### src/rtl/instruction_fetch.sv
`default_nettype none
// ============================================================================
// Module      : instruction_fetch
// Description : PC generation, combinational imem access and a small fetch
//               FIFO with a valid/ready handshake and branch-redirect flush.
// Revision    : 1.0 - initial release
// ============================================================================
module instruction_fetch #(
    parameter int              ADDR_W   = 18,
    parameter int              INSTR_W  = 18,
    parameter int              DEPTH    = 2,
    parameter logic [ADDR_W-1:0] RESET_PC = '0
) (
    input  logic               clk,
    input  logic               rst_n,
    input  logic               fetch_en,
    output logic [ADDR_W-1:0]  imem_addr,
    input  logic [INSTR_W-1:0] imem_rd,
    output logic               instr_valid,
    input  logic               instr_ready,
    output logic [INSTR_W-1:0] instr_out,
    output logic [ADDR_W-1:0]  pc_out,
    input  logic               redirect_valid,
    input  logic [ADDR_W-1:0]  redirect_pc
);

    localparam int PTR_W = (DEPTH > 1) ? $clog2(DEPTH) : 1;
    localparam int CNT_W = $clog2(DEPTH + 1);

    typedef enum logic [0:0] {
        ST_HOLD  = 1'b0,
        ST_FETCH = 1'b1
    } state_t;

    state_t             state_q, state_d;
    logic [ADDR_W-1:0]  fetch_pc_q, fetch_pc_d;
    logic [PTR_W-1:0]   rd_ptr_q, rd_ptr_d;
    logic [PTR_W-1:0]   wr_ptr_q, wr_ptr_d;
    logic [CNT_W-1:0]   count_q, count_d;
    logic [ADDR_W-1:0]  pc_mem_q    [DEPTH];
    logic [INSTR_W-1:0] instr_mem_q [DEPTH];

    logic w_push;
    logic w_pop;

    // ------------------------------------------------------------------
    // State machine
    // ------------------------------------------------------------------
    always_ff @(posedge clk) begin
        if (!rst_n) begin
            state_q <= ST_HOLD;
        end else begin
            state_q <= state_d;
        end
    end

    always_comb begin
        state_d = state_q;
        case (state_q)
            ST_HOLD:  if (fetch_en)  state_d = ST_FETCH;
            ST_FETCH: if (!fetch_en) state_d = ST_HOLD;
            default:  state_d = ST_HOLD;
        endcase
    end

    // ------------------------------------------------------------------
    // PC and FIFO bookkeeping; redirect overrides everything else
    // ------------------------------------------------------------------
    always_comb begin
        w_pop  = instr_valid & instr_ready;
        // A full FIFO still accepts a push when its head leaves this cycle.
        w_push = (state_q == ST_FETCH) & fetch_en & ~redirect_valid &
                 ((count_q < CNT_W'(DEPTH)) | w_pop);

        fetch_pc_d = fetch_pc_q;
        rd_ptr_d   = rd_ptr_q;
        wr_ptr_d   = wr_ptr_q;
        count_d    = count_q;

        if (redirect_valid) begin
            fetch_pc_d = {redirect_pc[ADDR_W-1:2], 2'b00};
            rd_ptr_d   = wr_ptr_q;
            count_d    = '0;
        end else begin
            if (w_push) begin
                fetch_pc_d = fetch_pc_q + ADDR_W'(4);
                wr_ptr_d   = wr_ptr_q + PTR_W'(1);
            end
            if (w_pop) begin
                rd_ptr_d = rd_ptr_q + PTR_W'(1);
            end
            case ({w_push, w_pop})
                2'b10:   count_d = count_q + CNT_W'(1);
                2'b01:   count_d = count_q - CNT_W'(1);
                default: count_d = count_q;
            endcase
        end
    end

    always_ff @(posedge clk) begin
        if (!rst_n) begin
            fetch_pc_q <= RESET_PC;
            rd_ptr_q   <= '0;
            wr_ptr_q   <= '0;
            count_q    <= '0;
        end else begin
            fetch_pc_q <= fetch_pc_d;
            rd_ptr_q   <= rd_ptr_d;
            wr_ptr_q   <= wr_ptr_d;
            count_q    <= count_d;
        end
    end

    // Storage is cleared on reset so the head reads as zero afterwards.
    always_ff @(posedge clk) begin
        if (!rst_n) begin
            for (int i = 0; i < DEPTH; i++) begin
                pc_mem_q[i]    <= '0;
                instr_mem_q[i] <= '0;
            end
        end else if (w_push) begin
            pc_mem_q[wr_ptr_q]    <= fetch_pc_q;
            instr_mem_q[wr_ptr_q] <= imem_rd;
        end
    end

    assign imem_addr   = fetch_pc_q;
    assign instr_valid = (count_q != '0);
    assign instr_out   = instr_mem_q[rd_ptr_q];
    assign pc_out      = pc_mem_q[rd_ptr_q];

endmodule
`default_nettype wire

### config.mk
export PLATFORM = sky130hd
export DESIGN_NAME = instruction_fetch
export DESIGN_NICKNAME = d
export VERILOG_FILES = /design/src/rtl/instruction_fetch.sv
export SDC_FILE = /design/constraint.sdc
export NUM_CORES = 1
export LEC_CHECK = 0
export BUFFER_PORTS_ARGS = -buffer_cell sky130_fd_sc_hd__buf_4
export CAP_MARGIN = 20
export CORE_MARGIN = 8
export CORE_UTILIZATION = 30
export DETAILED_ROUTE_END_ITERATION = 6
export GPL_TIMING_DRIVEN = 0
export PLACE_DENSITY_LB_ADDON = 0.05
export SLEW_MARGIN = 20
export SYNTH_ARGS = -nofsm -noshare
export SYNTH_HDL_FRONTEND = slang
export SYNTH_SLANG_ARGS = --single-unit
### constraint.sdc
create_clock -name clk -period 6.3 [get_ports clk]
set_input_delay 1.89 -clock clk [delete_from_list [all_inputs] [get_ports clk]]
set_output_delay 1.89 -clock clk [all_outputs]
set_load 0.05 [all_outputs]
==> flow_summary.yaml <==
cts:
  clockBufferDepth: 2
  cts_setup_buffers: 0
  hold_buffers: 0
  clock-sinks: 90
  cts_resized: 0
  cts_tree: "done"
  cts_root_buf: "clkbuf_16"
  htreeDepth: 3
  cts_buffers: 9
  worst_skew_pair.late_latency_ns: 0.33
  cts.clk_slew.worst_paths_ns: 0.06
sta:
  fin_setup_tns_ns: 0
  drv_slew: 0
  final.min_clock_period_ns: 4.04
  max_freq_mhz: 248
  finalSetupViolCount: 0
  skew_ns: 0.00420
  rsz0062_at_grt: "false"
  worst_pin_slew_ns: 0.646
  hold_viol: 0
  layout_setup_ws_ns: 2.26
  relSlewSlack: 0.569
  period_share: 0.641
drt:
  firstDrtPassIters: 4
  ant_nets: 0
  drc_errors: 0
  vias_per_cell: 4.63
  vias: 2845
  wl_per_cell_um: 17.0
  drtIter0Drc: 117
  wirelength_mm: 10.4
synth:
  synthCells: 328
  ys_seq_area_frac: 0.607
  syn_avg_cell_area_um2: 12.5
  synthFlopType: "edfxtp_1"
  synth-seq-cells: 90
  netlist_area_mm2: 0.00409
  synth_cell_types: 37
  synth-async-reset-ratio: 0
  yosys_warnings: 0
  synth_edf_count: 68
place:
  dpl.hpwl_mm: 7.50
  dp.cells: 599
  pre_cts_ws_ns: 2.41
  place_congestion: 0.719
  place.port_buffers: 89
critical_path:
  worst_ep_required_time_ns: 4.41
  end_kind: "output pin"
  worstPathArrival_ns: 2.15
  critPathMaxFanout: 10
  critPathKind: "register to output pin"
  reg2reg_from: "wr_ptr_q$_SDFFE_PN0P_"
  cp-start-kind: "register"
floorplanning:
  fp.coreArea_mm2: 0.0133
  start_util: 0.307
  die_h_um: 133
  ios: 96
  num_rows: 42
  die_w_um: 133
  dieArea_mm2: 0.0176
global_route:
  gr-usage-all-layers: 0.121
  grt_pass1_vias: 2899
  grt-ovfl-total: 0
  antenna_found_initial: 0
  grt_pass1_wl_mm: 16.5
  grt_max_degree: 24
power_and_ir_drop:
  irDropWorstVdd_v: 0.000150
  leakagePower_nw: 2.10
  powerDensity_mw_per_mm2: 283
  power_w: 0.00153
job:
  drv_cap: 0
hold_path:
  worstHoldStart: "count_q[1]$_SDFFE_PP0P_"
  hp-class: "register to register"
finish:
  fin_nets: 477
  final_util: 0.407
  drive_gt1_frac: 0.351
  syn2layout_area_growth_pct: 32.5
  fin_cells: 615
  diodes: 0
outcome:
  status: "finished, final reports clean"
[critical path, cell delays in order, from the launching register on]
cell	delay [ns]
dfxtp_1	0.30
clkbuf_1	0.33
buf_1	0.55
mux2_2	0.43
buf_4	0.19
[kinds of logic (layout without fill, tap and decap cells)]
group | count (synthesis) | count (layout) | share of synthesized area
AND/OR/NAND/NOR | 118 | 118 | 0.173
flip-flops | 90 | 90 | 0.607
AO/OA/AOI/OAI | 42 | 42 | 0.0606
multiplexers | 34 | 34 | 0.0937
buffers and inverters | 30 | 138 | 0.0349
XOR/XNOR | 11 | 11 | 0.0236
adder cells (fa/ha/maj) | 2 | 2 | 0.00612
other | 1 | 4 | 0.000918
[flip-flops by register name, indices dropped and copies added (netlist names), named ones only]
name,flops
count_q,2
imem_addr,16
instr_mem_q,36
pc_mem_q,32
rd_ptr_q,1
state_q,1
wr_ptr_q,1
[per-layer routing]
layer / share of wire / global-route usage / wire length (um) / vias up
li1: - / - / - / 1405
met1: 0.46 / 0.148 / 4850 / 1366
met2: 0.49 / 0.201 / 5070 / 66
met3: 0.037 / 0.0291 / 389 / 8
met4: 0.013 / 0.0492 / 131 / 0
met5: 0 / 0 / 0 / -
[cell usage in the layout, fill, tap and decap left out, types with 5 or more instances in the layout]
cell,n
o21ai_0,13
inv_1,6
edfxtp_1,68
nor4_1,12
o21ai_1,5
clkbuf_16,9
nand2_1,8
and2_1,61
nand3_1,6
nor2_1,7
buf_4,93
xnor2_1,7
mux2_2,34
or3_1,7
dfxtp_1,22
a31oi_1,7
a21oi_1,6
clkbuf_1,14
[where the power goes]
| part | internal, W | switching, W | total [W] |
|---|---|---|---|
| clock network | 0.000408 | 0.000222 | 0.000630 |
| logic | 0.0000768 | 0.000145 | 0.000222 |
| registers | 0.000663 | 0.0000166 | 0.000679 |
| total | 0.00115 | 0.000383 | 0.00153 |
[final timing paths]
| check | endpoint | slack (ns) | depth (start not counted) |
|---|---|---|---|
| setup / recovery | pc_out[16] | 2.26 | 4 |
| hold / removal | count_q[1]$_SDFFE_PP0P_ | 0.54 | 2 |
| setup reg to reg | instr_mem_q[1][4]$_SDFFCE_PN0P_ | 4.09 | 4 |
| hold reg to reg | count_q[1]$_SDFFE_PP0P_ | 0.54 | 2 |
[synth_stat cells, types with 2 or more instances]
cell type	n	area share
a31oi_1	7	0.011
and2_1	61	0.093
clkbuf_1	14	0.013
buf_6	2	0.0055
xnor2_1	7	0.015
nand4_1	4	0.0061
dfxtp_1	22	0.11
a21oi_1	6	0.0073
buf_1	3	0.0028
or3_1	7	0.011
a211oi_1	4	0.0073
inv_1	6	0.0055
buf_4	4	0.0073
nand2_1	8	0.0073
nor4_1	12	0.018
mux2_2	34	0.094
xor2_1	4	0.0086
nor2_1	7	0.0064
o21ai_0	14	0.017
nand2b_1	3	0.0046
o21a_1	2	0.0037
edfxtp_1	68	0.50
ha_1	2	0.0061
nand3_1	6	0.0073
o21ai_1	5	0.0061
or4_1	2	0.0037
nor3_1	4	0.0049
[final cells by class]
class / instances / area [um^2]
clock inverters: 5 / 100
inverters: 7 / 26.3
fillers: 1292 / 7880
repair buffers: 92 / 731
multi-input cells: 211 / 1490
well taps: 176 / 220
flip-flops and latches: 90 / 2480
plain buffers: 23 / 116
clock buffers: 11 / 253
[metrics by stage]
stage | area (um^2) | hold slack, ns
final | 5420 | 0.538
after global routing | 5420 | 0.562
after CTS | 5420 | 0.540
after detailed placement | 5060 | 0.529
after global placement | 4990 | 0.524
after floorplan | 4100 | 0.492
(Power assumes the default switching activity.)
